## config.mk

```make
export PLATFORM = sky130hd
export DESIGN_NAME = bcd_subtractor_serial
export DESIGN_NICKNAME = d
export VERILOG_FILES = /design/src/rtl/bcd_subtractor_serial.sv
export SDC_FILE = /design/constraint.sdc
export NUM_CORES = 1
export LEC_CHECK = 0
export ABC_AREA = 1
export CAP_MARGIN = 10
export CORE_MARGIN = 3
export CORE_UTILIZATION = 49
export CTS_CLUSTER_SIZE = 12
export DETAILED_ROUTE_END_ITERATION = 12
export GPL_TIMING_DRIVEN = 0
export PLACE_DENSITY = 0.77
export SLEW_MARGIN = 40
export SYNTH_ARGS = -nofsm -noshare
export SYNTH_HDL_FRONTEND = slang
export SYNTH_SLANG_ARGS = --single-unit
export TNS_END_PERCENT = 30
```

## constraint.sdc

```tcl
create_clock -name clk -period 2.35 [get_ports clk]
set_clock_uncertainty 0.05 [all_clocks]
set_input_delay 0.235 -clock clk [delete_from_list [all_inputs] [get_ports clk]]
set_output_delay 0.235 -clock clk [all_outputs]
set_load 0.01 [all_outputs]
```

## src/rtl/bcd_subtractor_serial.sv

```systemverilog
`default_nettype none
// ============================================================================
//  Module      : bcd_subtractor_serial
//  Description : Digit-serial N-digit packed-BCD subtractor. Produces |a - b|
//                one digit per clock (LS digit first) through a registered
//                borrow chain, then ten's-complements the result when a < b.
//                Reports sign (neg) and invalid-digit status (err) with a
//                start/busy/done handshake.
//  Revision    : 1.0 - initial release
// ============================================================================
module bcd_subtractor_serial #(
  parameter int N = 4
) (
  input  logic           clk,
  input  logic           reset_n,
  input  logic           start,
  input  logic [4*N-1:0] a,
  input  logic [4*N-1:0] b,
  output logic           busy,
  output logic           done,
  output logic [4*N-1:0] diff,
  output logic           neg,
  output logic           err
);

  // Digit counter width; a 1-digit build still needs a 1-bit counter.
  localparam int IW = (N > 1) ? $clog2(N) : 1;
  localparam logic [IW-1:0] LAST_IDX = IW'(N - 1);

  typedef enum logic [1:0] {
    S_IDLE = 2'd0,
    S_SUB  = 2'd1,
    S_FIX  = 2'd2,
    S_DONE = 2'd3
  } state_t;

  state_t         state_q, state_d;
  logic [4*N-1:0] a_q, a_d;
  logic [4*N-1:0] b_q, b_d;
  logic [4*N-1:0] res_q, res_d;
  logic [4*N-1:0] diff_q, diff_d;
  logic           borrow_q, borrow_d;
  logic           neg_q, neg_d;
  logic           err_q, err_d;
  logic [IW-1:0]  idx_q, idx_d;

  logic           any_bad;
  logic [4:0]     sub_res;
  logic [4:0]     fix_res;
  logic           last_digit;

  // One BCD digit of x - y - bin; returns {borrow_out, digit}.
  // The 5-bit difference spans -10..9, so bit 4 is the sign.
  function automatic logic [4:0] digit_sub(input logic [3:0] x,
                                           input logic [3:0] y,
                                           input logic       bin);
    logic [4:0] t;
    t = {1'b0, x} - {1'b0, y} - {4'b0000, bin};
    if (t[4]) begin
      digit_sub = {1'b1, t[3:0] + 4'd10};
    end else begin
      digit_sub = {1'b0, t[3:0]};
    end
  endfunction

  // Flag any operand digit outside 0..9 on the live inputs.
  always_comb begin
    any_bad = 1'b0;
    for (int i = 0; i < N; i++) begin
      if (a[4*i +: 4] > 4'd9 || b[4*i +: 4] > 4'd9) begin
        any_bad = 1'b1;
      end
    end
  end

  // Per-digit arithmetic for the subtract pass and the complement pass.
  always_comb begin
    sub_res    = digit_sub(a_q[3:0], b_q[3:0], borrow_q);
    fix_res    = digit_sub(4'd0, res_q[3:0], borrow_q);
    last_digit = (idx_q == LAST_IDX);
  end

  // State register and datapath registers; reset aborts any operation.
  always_ff @(posedge clk) begin
    if (!reset_n) begin
      state_q  <= S_IDLE;
      a_q      <= '0;
      b_q      <= '0;
      res_q    <= '0;
      diff_q   <= '0;
      borrow_q <= 1'b0;
      neg_q    <= 1'b0;
      err_q    <= 1'b0;
      idx_q    <= '0;
    end else begin
      state_q  <= state_d;
      a_q      <= a_d;
      b_q      <= b_d;
      res_q    <= res_d;
      diff_q   <= diff_d;
      borrow_q <= borrow_d;
      neg_q    <= neg_d;
      err_q    <= err_d;
      idx_q    <= idx_d;
    end
  end

  // Next-state and datapath update logic.
  always_comb begin
    state_d  = state_q;
    a_d      = a_q;
    b_d      = b_q;
    res_d    = res_q;
    diff_d   = diff_q;
    borrow_d = borrow_q;
    neg_d    = neg_q;
    err_d    = err_q;
    idx_d    = idx_q;

    case (state_q)
      S_IDLE: begin
        if (start) begin
          if (any_bad) begin
            // Invalid operand: report immediately, no arithmetic.
            err_d   = 1'b1;
            diff_d  = '0;
            neg_d   = 1'b0;
            state_d = S_DONE;
          end else begin
            a_d      = a;
            b_d      = b;
            err_d    = 1'b0;
            borrow_d = 1'b0;
            idx_d    = '0;
            state_d  = S_SUB;
          end
        end
      end

      S_SUB: begin
        // New digit enters at the MS end so after N shifts digit 0 sits at LSB.
        res_d             = res_q >> 4;
        res_d[4*N-1 -: 4] = sub_res[3:0];
        a_d               = a_q >> 4;
        b_d               = b_q >> 4;
        borrow_d          = sub_res[4];
        idx_d             = idx_q + 1'b1;
        if (last_digit) begin
          idx_d = '0;
          if (sub_res[4]) begin
            // Result is the ten's complement of the magnitude; fix it up.
            neg_d    = 1'b1;
            borrow_d = 1'b0;
            state_d  = S_FIX;
          end else begin
            neg_d   = 1'b0;
            diff_d  = res_d;
            state_d = S_DONE;
          end
        end
      end

      S_FIX: begin
        // Replace each digit by 0 - d - borrow; the final borrow is dropped.
        res_d             = res_q >> 4;
        res_d[4*N-1 -: 4] = fix_res[3:0];
        borrow_d          = fix_res[4];
        idx_d             = idx_q + 1'b1;
        if (last_digit) begin
          idx_d   = '0;
          diff_d  = res_d;
          state_d = S_DONE;
        end
      end

      S_DONE: begin
        state_d = S_IDLE;
      end

      default: begin
        state_d = S_IDLE;
      end
    endcase
  end

  // Handshake outputs decode directly from the registered state.
  always_comb begin
    busy = (state_q == S_SUB) || (state_q == S_FIX);
    done = (state_q == S_DONE);
    diff = diff_q;
    neg  = neg_q;
    err  = err_q;
  end

endmodule
`default_nettype wire

```

======== Word level (Yosys, flattened, before mapping) ========
Cells that the tools add are included.
operators by class
  $add $sub $neg .......................... 7
  magnitude comparators ................... 8
  equality and inequality tests ........... 10
  muxes and demuxes ....................... 39
  reduce and logical (&&, ||, !) cells .... 18
operators with widths
  cell                                                  number
  two-way mux 16 bit                                    9
  case mux 16 bit (2 select lines)                      3
  case mux 16 bit (3 select lines)                      1
  greater-than comparator 4 bit, second input constant  8
  two-way mux 2 bit                                     7
  two-way mux 1 bit                                     13
  != test 2 bit, second input constant                  6
  AND reduction 3 bit                                   4
  two-way mux 5 bit                                     2
  subtractor 5 x 1 -> 5 bit                             2
  adder 4 bit, second input constant                    2
  case mux 2 bit (4 select lines)                       1
  == test 2 bit, second input constant                  3
  AND reduction 6 bit                                   1
  nonzero test 2 bit                                    3
  logical OR 1 bit                                      5
  subtractor 1 x 4 -> 5 bit, first input constant       1
  subtractor 4 x 4 -> 5 bit                             1
  case mux 2 bit (2 select lines)                       1
  AND reduction 4 bit                                   1
  case mux 1 bit (3 select lines)                       1
  nonzero test 3 bit                                    1
  adder 2 x 1 -> 2 bit, second input constant           1
  == test 2 x 1 -> 1 bit, second input constant         1
  4 further kinds                                       4
storage, ports and cells
  bits in registers ....................... 71
  bits of input ports ..................... 35
  output and inout port bits .............. 20
  logic and storage cells ................. 91

======== Logic depth before layout (Yosys ltp) ========
Gate-level depths: netlist of the first run.
  depth in word-level cells ............... 9
  gate-level depth with buffers ........... 18

======== Worst setup path after synthesis of the first run ========
No wires, ideal clock.
  path type ............................... reg-to-reg
  from .................................... register a_q[0]
  to ...................................... register diff_q[14], in the netlist diff[14]
  library setup time ...................... 0.119 ns
  data arrival time ....................... 2.370 ns
  slack ................................... -0.189 ns
  stages on the path, launching flop included .. 14
  clock period less this slack ............ 2.539 ns
  cells stage by stage .................... dfxtp_1 inv_1 fa_1 ha_1 nor2_1 fa_1 xor2_1 inv_1 ha_1 nand3b_1 nand3_1 nand2_1 nand2_1 a21oi_1
between the ends
  longest elaborated chain between the ends .. 7
ends and longest elaborated chain
  what                              line  text
  start: declaration                38    logic [4*N-1:0] a_q, a_d;
  start signal: assignment          87    a_q <= '0;
  start signal: assignment          97    a_q <= a_d;
  subtractor 4 x 4 -> 5 bit *       58    t = {1'b0, x} - {1'b0, y} - {4'b0000, bin};
  subtractor 5 x 1 -> 5 bit *       58
  adder 4 bit                       60    digit_sub = {1'b1, t[3:0] + 4'd10};
  two-way mux 5 bit *               59    if (t[4]) begin
  two-way mux 16 bit                150   if (sub_res[4]) begin
  two-way mux 16 bit                148   if (last_digit) begin
  case mux 16 bit (3 select lines)  120   case (state_q)
  end signal: assignment            100   diff_q <= diff_d;
  end: declaration                  41    logic [4*N-1:0] diff_q, diff_d;
Every way passes the cells marked *; elsewhere a longest branch is shown, timed or not. The select of a mux whose other input is x is not followed.
A chain may end at the register's enable or synchronous reset.

======== Worst setup path in the final report of the first run ========
  from .................................... register a_q[0]
  to ...................................... register diff_q[13], in the netlist diff[13]
The elaborated chain is that of the path after synthesis.

==> results of run 1 <==
[synthesized netlist by cell type (3+ instances only)]
cell type	number	share of area, %
nor2_1	45	4.8
clkbuf_1	13	1.4
dfxtp_1	71	40
nand3_1	21	3.0
inv_1	35	3.7
a31oi_1	28	4.9
o21ai_1	9	1.3
or2_2	3	0.53
buf_6	3	0.95
a21oi_1	29	4.1
nor2_2	4	0.70
ha_1	20	7.0
nand2_1	127	13
buf_2	6	0.84
o21ai_0	45	6.3
[per-stage QoR]
stage	util (%)	cells
finish	66.52	660
global route	66.52	660
CTS	65.76	660
detailed placement	61.07	637
global placement	61.07	637
floorplan	-	488
[layer usage]
metal  vias to the layer above  wire length, µm
li1                       1762                -
met1                      1660             4120
met2                       122             4619
met3                        21              472
met4                         0              177
met5                         -                0
[cell families after synthesis]
family                   Yosys count  share of synthesized area (%)
AO/OA/AOI/OAI                    118                          18.23
XOR/XNOR                           4                         0.9857
adder cells (fa/ha/maj)           22                          8.166
buffers and inverters             63                          7.814
flip-flops                        71                          39.99
AND/OR/NAND/NOR                  210                          24.82
[area by class of cell]
type / count / area (µm²) / share of cell area (%)
Multi-Input combinational cell: 355 / 1986 / 43.22
Sequential cell: 71 / 1426 / 31.05
Timing Repair Buffer: 59 / 579.3 / 12.61
Inverter: 38 / 142.6 / 3.105
Clock buffer: 10 / 137.6 / 2.996
Buffer: 25 / 135.1 / 2.941
Tap cell: 96 / 120.1 / 2.614
Clock inverter: 6 / 67.56 / 1.471
[registers in the layout, indices dropped and copies added (netlist names)]
register,flops
err,1
res_q,16
idx_q,2
a_q,16
borrow_q,1
neg,1
state_q,2
diff,16
b_q,16
[path summary, 6_finish.rpt]
path | start | endpoint | slack, ns | depth (start not counted)
setup / recovery | a_q[0]$_SDFFE_PN0P_ | diff[13]$_SDFFE_PN0P_ | -0.30 | 14
hold / removal | reset_n | a_q[2]$_SDFFE_PN0P_ | 0.24 | 3
setup reg to reg | a_q[0]$_SDFFE_PN0P_ | diff[13]$_SDFFE_PN0P_ | -0.30 | 14
hold reg to reg | diff[12]$_SDFFE_PN0P_ | diff[12]$_SDFFE_PN0P_ | 0.42 | 2
[critical path: cells and delay by family, from the launching register on]
kind / cells / cell delay, ns
simple gates: 9 / 0.92
buf+inv: 1 / 0.04
compound gates: 1 / 0.12
flops: 1 / 0.34
fa+ha+maj: 3 / 1.13
[what timing repair did]
action	in CTS	in global routing
resized for setup	22	17
pin swaps	11	8
gates cloned	2	0
setup endpoints to repair	22	22
hold endpoints to repair	0	0
buffers inserted	5	0
[power by group through the flow]
stage	Combinational, W	Sequential [W]	Clock [W]
2_1_floorplan	0.00193	0.00173	0
3_3_place_gp	0.00273	0.00171	0
3_5_place_dp	0.00281	0.00171	0
4_1_cts	0.00309	0.00169	0.00102
5_1_grt	0.00358	0.00174	0.00107
6_report	0.00323	0.00170	0.00101
==> summary.md, run 1 <==
| Metric | Value |
|---|---|
| Worst setup SP type | register |
| Row count | 30 |
| Slew margin rel. | 54.73% |
| Initial antenna violation count | 0 |
| Met3 usage | 3.397% |
| Clk pwr share | 17.0% |
| Total grt overflow | 0 |
| Vias | between 3000 and 4000 |
| Netlist cell types | 35 |
| Fraction of registers with async set/reset | 0% |
| Critical Path RT | 2.57 ns |
| Tightest Pin Transition | 0.6790 ns |
| H-tree Lvls | 3 |
| Comb power frac | around 54% |
| CTS buffer count | 9 |
| CTS Hold Buffers Added | 0 |
| CTS sink cnt | 71 |
| Die Y-Extent | 91.17 µm |
| Core area | 6907 µm² |
| Busiest layer in global routing | met2 |
| Worst hold slack | roughly 0.24 ns |
| Number of synthesized flops with an enable pin | 0 |
| Fin Setup TNS | -5.376 ns |
| Worst path max stage delay | 0.54 ns |
| Power Density | 1293 nW/µm² |
| Crit Path Category | reg -> reg |
| Diodes inserted | 0 |
| Status | finished with violations |
| Peak supply drop | 0.7786 mV |
| Register area share after synthesis | around two fifths |
| Post-DRT Antenna Nets | 0 |
| Drt pass-1 iters | 5 |
| GRT Overall Usage | 22.98% |
| Total design power | 0.005939 W |
| Crit-path cells | inv_2, fa_1, ha_2, nor2_4, fa_2, nand2_1, nand2_2, nand2_2, nand2_4, nand3_4, nand3_4, nor2_4, nand2_1, a21oi_1 |
| Fillers | 609 |
| Synthesis-to-layout area growth | 29.25% |
| Post-Synthesis Cells | 488 |
| Final critical-path share of the clock period | 113.0% |
| Vias in the first global route | about 3400 |
| Dpl ws | -0.3292 ns |
| Failing checks | negative setup slack |
| Number of synthesis warnings | 0 |
| Via density | 5.402 |
| DR DRC count | 0 |
| Post-Layout Inst Area | around 4600 µm² |
| Ys flop type | dfxtp_1 |
| Final WL | 9.389 mm |
| Yosys reg bits | 71 |
| Critical path's slowest cell | fa_1 |
| Starting Density | 51.47% |
| DIE AREA | approximately 8300 µm² |
| Worst Setup End Kind | register |
| Final worst slack | -0.3044 ns |
| Drt wl/cell | 14.23 µm |
| Grt met1 use | 28.88% |
| Hpwl dp | 6.843 mm |
| Largest net degree at the start of global routing | 14 |
| DP Area | roughly 4200 µm² |
| Switching share of power | between 40% and 50% |
| Routability cong. | 0.8421 |
| Leak | 1.828 nW |
| Final setup violation count | 22 |
| Die Wd | 91.17 µm |
| Post-synth net total | 545 |
| CP arrival | approximately 2.9 ns |
| IO Count | 55 |
| Max Slew Vio Count | 0 |
| Share of layout cells above drive strength 1 | between 10% and 20% |
| Fmax | approximately 380 MHz |
| Worst-skew pair later-pin latency | 0.34 ns |
| Period minus WS final | approximately 2.7 ns |
| First-pass GRT wire length | 15.61 mm |
| Final Hold Fails | 0 |
| Clock Tree Buf Depth | 2 |
| Most frequent cells in the layout | nand2_1, dfxtp_1, clkdlybuf4s50_1, nor2_1, o21ai_0 |
| Starting DRT DRC Count | 214 |
| Syn Area/Cell | 7.284 µm² |
| CTS clk-pin slew, worst paths | 0.08 ns |
| Psw | 0.002637 W |
| Power Internal | around 0.0033 W |
| Sequential share of power | 28.6% |
| MaxCap Viol Count | 0 |
| Met2 usage | 39.91% |
| Commonest non-fill, non-tap cell in the layout | nand2_1 |
| Critical-path maximum fanout | 6 |
| TritonCTS clock tree | yes |
| Min-delay worst type | in -> reg |
| RSZ-0062 raised after global routing | true |
| CTS root buffer | clkbuf_8 |
| PortBufs | 53 |
| Cell Area, Synth | 3555 µm² |
| Nets@finish | 616 |
No activity file was read; power rests on OpenSTA's default activity.
==> run 2: changes to the inputs <==
--- a/config.mk
+++ b/config.mk
@@ -5,14 +5,13 @@
 export SDC_FILE = /design/constraint.sdc
 export NUM_CORES = 1
 export LEC_CHECK = 0
-export ABC_AREA = 1
 export CAP_MARGIN = 10
 export CORE_MARGIN = 3
 export CORE_UTILIZATION = 49
 export CTS_CLUSTER_SIZE = 12
 export DETAILED_ROUTE_END_ITERATION = 12
 export GPL_TIMING_DRIVEN = 0
-export PLACE_DENSITY = 0.77
+export PLACE_DENSITY = 0.76
 export SLEW_MARGIN = 40
 export SYNTH_ARGS = -nofsm -noshare
 export SYNTH_HDL_FRONTEND = slang
==> run 2 against run 1 <==
Against the previous run: the flow still finishes with violations (negative setup slack); design area is 4.8% higher; combinational power up 5%; area after synthesis up 4.1%; worst hold slack improved by 0.17 ns; sequential share of layout area down 1.5 points; final cell count shrank 11%; largest cell class unchanged.
==> summary.md, run 2 <==
| Metric | Value |
|---|---|
| Multiplexer area fraction after synthesis | 10.82% (+11 points) |
| Drt wl/cell | 16.46 µm (+16%) |
| Status | finished with violations |
| Final critical-path share of the clock period | 129.1% (+16 points) |
| Period minus WS final | 3.033 ns (+0.3787 ns) |
| Post-Layout Inst Area | 4816 µm² (+4.8%) |
| Share of layout cells above drive strength 1 | 14.31% (+1.0 points) |
| Fillers | 626 (+2.8%) |
| Post-synth top area share | 38.42% (-1.6 points) |
| CTS Hold Buffers Added | 0 (unchanged) |
| IO Count | 55 (unchanged) |
| Crit-path cells | fa_1, ha_2, nor2_4, fa_2, inv_2, ha_4, or3b_4, a31oi_4, nor3_2, mux2i_1, a22o_1 |
| CTS clk-pin slew, worst paths | 0.08 ns (about the same) |
| CTS sink cnt | 71 (unchanged) |
| Register area share after synthesis | 38.42% (-1.6 points) |
| Diodes inserted | 0 (unchanged) |
| First-pass GRT wire length | 15.80 mm (+1.2%) |
| Largest cells by area after synthesis | dfxtp_1, mux2i_1, ha_1 |
| GRT Overall Usage | 23.13% (+0.15 points) |
| Ys flop type | dfxtp_1 |
| Starting DRT DRC Count | 243 (+14%) |
| Via density | 5.673 (+5.0%) |
| Total grt overflow | 0 (unchanged) |
| Worst path max stage delay | 0.56 ns (+0.02 ns) |
| CP arrival | 3.28 ns (+0.41 ns) |
| Crit Path Category | reg -> reg |
| Core area | 7292 µm² (+5.6%) |
| Fmax | 329.7 MHz (-12%) |
| Post-synth net total | 469 (-14%) |
| DIE AREA | 8629 µm² (+3.8%) |
| Critical Path RT | 2.59 ns (+0.02 ns) |
| Cell Area, Synth | 3700 µm² (+4.1%) |
| Worst Setup End Kind | register |
| Final setup violation count | 22 (unchanged) |
| Post-synth top area cell | dfxtp_1 |
| Cell family with most CP delay | adder cells |
| PortBufs | 54 (+1.9%) |
| Synthesis-to-layout area growth | 30.17% |
| Post-Synth Simple-Gate Area | 14.74% (-10 points) |
| Worst hold path cell count | 2 (-1) |
| H-tree Lvls | 3 (unchanged) |
| Tightest Pin Transition | 0.7718 ns (+0.09280 ns) |
| Worst setup SP type | register |
| Post-synthesis xor/xnor area fraction | 1.792% (+0.81 points) |
| Largest net degree at the start of global routing | 12 (-2) |
| Post-Synthesis Cells | 412 (-16%) |
| Vias | 3336 (-6.4%) |
| Die Y-Extent | 92.90 µm (+1.9%) |
| Final worst slack | -0.6831 ns (-0.3787 ns) |
| Slew margin rel. | 48.15% (-6.6 points) |
| Number of synthesis warnings | 0 (unchanged) |
| Row count | 31 (+3.3%) |
| Max Slew Vio Count | 0 (unchanged) |
| Reg2reg path depth | 11 (-3) |
| Critical Path Stages | 11 (-3) |
| CTS root buffer | clkbuf_8 |
| Power Density | 1259 nW/µm² (-2.6%) |
| Most instantiated cells after synthesis | dfxtp_1, nor2_1, mux2i_1, a211oi_1, inv_1 |
| MaxCap Viol Count | 0 (unchanged) |
| Final Hold Fails | 0 (unchanged) |
| Hpwl dp | 6.989 mm (+2.1%) |
| Dpl ws | -0.7926 ns (-0.4634 ns) |
| Peak supply drop | 0.7260 mV (-6.8%) |
| Fraction of registers with async set/reset | 0% (unchanged) |
| Compound-gate portion of the synthesized area | 20.60% (+2.4 points) |
| TritonCTS clock tree | yes |
| Clock Tree Buf Depth | 2 (unchanged) |
| Commonest non-fill, non-tap cell in the layout | dfxtp_1 |
| Netlist cell types | 56 (+60%) |
| Leak | 1.803 nW (-1.4%) |
| Number of synthesized flops with an enable pin | 0 (unchanged) |
| Failing checks | negative setup slack |
| Starting Density | 50.74% (-0.73 points) |
| Combinational family with the most area after synthesis | compound AO/OA/AOI/OAI gates |
| Post-synthesis adder-cell area fraction | 7.846% (-0.32 points) |
| Critical-path maximum fanout | 2 (-4) |
| Vias in the first global route | 3247 (-5.3%) |
| Post-DRT Antenna Nets | 0 (unchanged) |
| Die Wd | 92.90 µm (+1.9%) |
| DP Area | 4398 µm² (+4.3%) |
| Final WL | 9.677 mm (+3.1%) |
| RSZ-0062 raised after global routing | true |
| Critical path's slowest cell | fa_1 |
| Worst-skew pair later-pin latency | 0.35 ns (about the same) |
| Routability cong. | 0.8719 (+3.5%) |
| Most frequent cells in the layout | dfxtp_1, nor2_1, clkdlybuf4s50_1, mux2i_1, a211oi_1 |
| Most common cell in the netlist | dfxtp_1 |
| Yosys reg bits | 71 (unchanged) |
| Nets@finish | 541 (-12%) |
| Min-delay worst type | reg -> reg |
| Initial antenna violation count | 0 (unchanged) |
| Worst Path Buf+Inv | 1 (unchanged) |
| Syn Area/Cell | 8.980 µm² (+23%) |
| DR DRC count | 0 (unchanged) |
| CTS buffer count | 9 (unchanged) |
| Drt pass-1 iters | 5 (unchanged) |
[run 2: cell count changes after synthesis, moves of 10 or more]
cell | before | now
nand3_1 | 21 | 2
inv_1 | 35 | 25
nor2_1 | 45 | 58
mux2i_1 | 0 | 40
nand4_1 | 1 | 16
a211oi_1 | 0 | 26
o21ai_0 | 45 | 13
a21oi_1 | 29 | 18
a31oi_1 | 28 | 2
nand2_1 | 127 | 12
[run 2: cells by family after synthesis]
group / Yosys count
adder cells (fa/ha/maj): 22
AO/OA/AOI/OAI: 112
buffers and inverters: 49
multiplexers: 40
AND/OR/NAND/NOR: 112
flip-flops: 71
XOR/XNOR: 6
[run 2: final cells by class]
type	count	area [µm²]	area share, %
Multi-Input combinational cell	292	2220	46.09
Buffer	23	125.1	2.598
Timing Repair Buffer	61	600.6	12.47
Inverter	26	97.59	2.026
Clock inverter	3	65.06	1.351
Clock buffer	13	158.9	3.300
Tap cell	99	123.9	2.572
Sequential cell	71	1425	29.59
[run 2: power breakdown]
| part | internal (W) | leakage (nW) | total, W | switching [W] |
|---|---|---|---|---|
| clock network | 0.000656 | 0.114 | 0.00111 | 0.000456 |
| registers | 0.00141 | 0.577 | 0.00156 | 0.000145 |
| logic | 0.00150 | 1.11 | 0.00340 | 0.00190 |
| total | 0.00356 | 1.80 | 0.00606 | 0.00250 |
[run 2: final timing paths]
kind / slack [ns] / start / to
setup reg to reg: -0.68 / b_q[0]$_SDFFE_PN0P_ / res_q[14]$_SDFFE_PN0N_
setup / recovery: -0.68 / b_q[0]$_SDFFE_PN0P_ / res_q[14]$_SDFFE_PN0N_
hold / removal: 0.41 / diff[4]$_SDFFE_PN0P_ / diff[4]$_SDFFE_PN0P_
hold reg to reg: 0.41 / diff[4]$_SDFFE_PN0P_ / diff[4]$_SDFFE_PN0P_
[run 2: metrics by stage]
step	setup TNS [ns]	hold slack, ns	util (%)	total power [W]	cells
final	-11.12	0.4148	66.04	0.006063	588
after global routing	-13.40	0.4383	66.04	0.006423	588
after CTS	-10.19	0.4215	65.24	0.005853	587
after detailed placement	-16.03	0.4178	60.31	0.004353	565
after global placement	-13.83	0.4065	60.31	0.004295	565
after floorplan	-7.409	0.3333	-	0.003654	412
[run 2: per-layer routing]
metal / up-vias / GRT usage, % / share of wire (%)
li1: 1636 / - / -
met1: 1571 / 32.85 / 46
met2: 110 / 34.61 / 46
met3: 19 / 4.468 / 6.1
met4: 0 / 8.669 / 1.7
met5: - / 0 / 0
[run 2: repair_timing]
action                                  in CTS  in global routing
gates cloned                                 1                  0
resized for setup                           20                 10
buffers inserted                             5                  1
endpoints found under the setup margin      22                 40
pin swaps                                   25                  6
[run 2: worst min-delay path, delay by kind of cell, from the launching register on]
| family | cells | cell delay, ns |
|---|---|---|
| flip-flops | 1 | 0.32 |
| AO/OA/AOI/OAI | 2 | 0.10 |
==> run 3: changes to the inputs <==
--- a/config.mk
+++ b/config.mk
@@ -12,6 +12,7 @@
 export DETAILED_ROUTE_END_ITERATION = 12
 export GPL_TIMING_DRIVEN = 0
 export PLACE_DENSITY = 0.76
+export REMOVE_ABC_BUFFERS = 1
 export SLEW_MARGIN = 40
 export SYNTH_ARGS = -nofsm -noshare
 export SYNTH_HDL_FRONTEND = slang
==> run 3 against run 2 <==
Against the previous run: the flow still finishes with violations (negative setup slack); via count decreased by 0.66%; worst hold slack got worse by 0.0024 ns; combinational power increased by 4%; non-clock buffer count decreased by 15; sequential power about the same; global-route usage decreased by 3.4 points; first-iteration DRC count increased by 3.3%; clock power decreased by 12%; utilization increased by 0.38 points; fmax decreased by 0.76%; critical endpoint unchanged; highest routed layer unchanged.
==> summary.md, run 3 (same netlist as run 2, synthesis figures left out) <==
| Metric | Value |
|---|---|
| FF/Latch Area | 1425 µm² (unchanged) |
| Total grt overflow | 0 (unchanged) |
| CTS sink cnt | 71 (unchanged) |
| Power Density | 1249 nW/µm² (-0.82%) |
| Initial antenna violation count | 0 (unchanged) |
| Slew margin rel. | 44.49% (-3.7 points) |
| PortBufs | 54 (unchanged) |
| DR DRC count | 0 (unchanged) |
| Cell family with most CP delay | adder cells |
| Worst Path Buf+Inv | 0 (-1) |
| Diodes inserted | 0 (unchanged) |
| Drt wl/cell | 15.52 µm (-5.7%) |
| Die Wd | 92.90 µm (unchanged) |
| Tightest Pin Transition | 0.8310 ns (+0.05919 ns) |
| Most frequent cells in the layout | dfxtp_1, nor2_1, clkdlybuf4s50_1, mux2i_1, a211oi_1 |
| Largest net degree at the start of global routing | 63 (+51) |
| Fillers | 617 (-1.4%) |
| Share of layout cells above drive strength 1 | 17.05% (+2.7 points) |
| TritonCTS clock tree | yes |
| Via density | 5.774 (+1.8%) |
| Crit-path cells | fa_1, ha_2, nor2_2, fa_2, xnor2_2, ha_4, or3b_4, a31oi_4, nor3_2, mux2i_1, a22o_1 |
| Critical-path maximum fanout | 5 (+3) |
| DP Area | 4340 µm² (-1.3%) |
| Worst path max stage delay | 0.57 ns (about the same) |
| Fin Setup TNS | -14.80 ns (-3.672 ns) |
| Failing checks | negative setup slack |
| Vias | 3314 (-0.66%) |
| Fmax | 327.2 MHz (-0.76%) |
| Min-delay worst type | reg -> reg |
| Critical Path RT | 2.59 ns (about the same) |
| Synthesis-to-layout area growth | 30.91% |
| Core area | 7292 µm² (unchanged) |
| Drt pass-1 iters | 5 (unchanged) |
| Clock Tree Buf Depth | 2 (unchanged) |
| Crit Path Category | reg -> reg |
| Leak | 1.761 nW (-2.3%) |
| Final Hold Fails | 0 (unchanged) |
| GRT Overall Usage | 19.76% (-3.4 points) |
| Hpwl dp | 5.785 mm (-17%) |
| Final worst slack | -0.7064 ns (-0.02329 ns) |
| Period minus WS final | 3.056 ns (+0.02329 ns) |
| Vias in the first global route | 3051 (-6.0%) |
| DIE AREA | 8629 µm² (unchanged) |
| H-tree Lvls | 3 (unchanged) |
| Critical path's slowest cell | fa_1 |
| Post-Layout Inst Area | 4843 µm² (+0.57%) |
| Peak supply drop | 0.6931 mV (-4.5%) |
| CP arrival | 3.30 ns (+0.02 ns) |
| First-pass GRT wire length | 13.97 mm (-12%) |
| CTS buffer count | 9 (unchanged) |
| Starting Density | 50.74% (unchanged) |
| Nets@finish | 527 (-2.6%) |
| CTS root buffer | clkbuf_8 |
| Multi-input gate area | 2313 µm² (+4.2%) |
| Final WL | 8.908 mm (-7.9%) |
| CTS clk-pin slew, worst paths | 0.08 ns (about the same) |
| Routability cong. | 0.7962 (-8.7%) |
| IO Count | 55 (unchanged) |
| Row count | 31 (unchanged) |
| Worst setup SP type | register |
| Post-DRT Antenna Nets | 0 (unchanged) |
| Dpl ws | -1.085 ns (-0.2926 ns) |
| Status | finished with violations |
| Final setup violation count | 38 (+73%) |
| Final critical-path share of the clock period | 130.1% (+0.99 points) |
| Die Y-Extent | 92.90 µm (unchanged) |
| Max Slew Vio Count | 0 (unchanged) |
| MaxCap Viol Count | 0 (unchanged) |
| Worst Setup End Kind | register |
| Commonest non-fill, non-tap cell in the layout | dfxtp_1 |
| Starting DRT DRC Count | 251 (+3.3%) |
| CTS Hold Buffers Added | 0 (unchanged) |
| Worst-skew pair later-pin latency | 0.35 ns (about the same) |
| RSZ-0062 raised after global routing | true |
## run 3: area by class of cell
type	count	share of cell area, %
multi-input combinational	293	47.77
timing repair buffer	69	14.13
sequential	71	29.42
tap	99	2.557
inverter	26	2.067
clock buffer	9	2.557
clock inverter	7	1.498
## run 3: worst reg2reg max path, cell delays in order, from the launching register on
cell and delay, ns:
dfxtp_2 0.33, fa_1 0.57, ha_2 0.21, nor2_2 0.06
fa_2 0.40, xnor2_2 0.17, ha_4 0.28, or3b_4 0.38
a31oi_4 0.14, nor3_2 0.07, mux2i_1 0.17, a22o_1 0.16
## run 3: what timing repair did
item                                    CTS  global route
pin swaps                                12            15
gates cloned                              1             1
buffers inserted                          8             2
resized for setup                        21            31
endpoints found under the setup margin   30            50
## run 3: layer usage
metal / routed length (µm) / vias up / global-route usage (%)
met5: 0 / - / 0
met4: 121 / 0 / 4.518
met3: 397 / 16 / 4.468
met2: 4347 / 82 / 32.75
met1: 4042 / 1588 / 26.20
li1: - / 1628 / -
## run 3: metrics by stage
stage               std cells  utilization (%)  hold slack, ns  total power [W]
global route              574            66.42          0.4389         0.006428
finish                    574            66.42          0.4124         0.006048
detailed placement        546            59.52          0.4194         0.004161
CTS                       571            64.46          0.4303         0.005643
floorplan                 389                -          0.3176         0.003485
global placement          542            58.25          0.4098         0.004046
## run 3: final timing paths
check,start,end,slack [ns],cells after the start
setup / recovery,b_q[0]$_SDFFE_PN0P_,res_q[14]$_SDFFE_PN0N_,-0.71,11
hold / removal,diff[8]$_SDFFE_PN0P_,diff[8]$_SDFFE_PN0P_,0.41,2
setup reg to reg,b_q[0]$_SDFFE_PN0P_,res_q[14]$_SDFFE_PN0N_,-0.71,11
hold reg to reg,diff[8]$_SDFFE_PN0P_,diff[8]$_SDFFE_PN0P_,0.41,2
## run 3: report_power, final
group	internal, W	switching [W]
combinational	0.00162	0.00190
sequential	0.00141	0.000141
clock	0.000491	0.000481
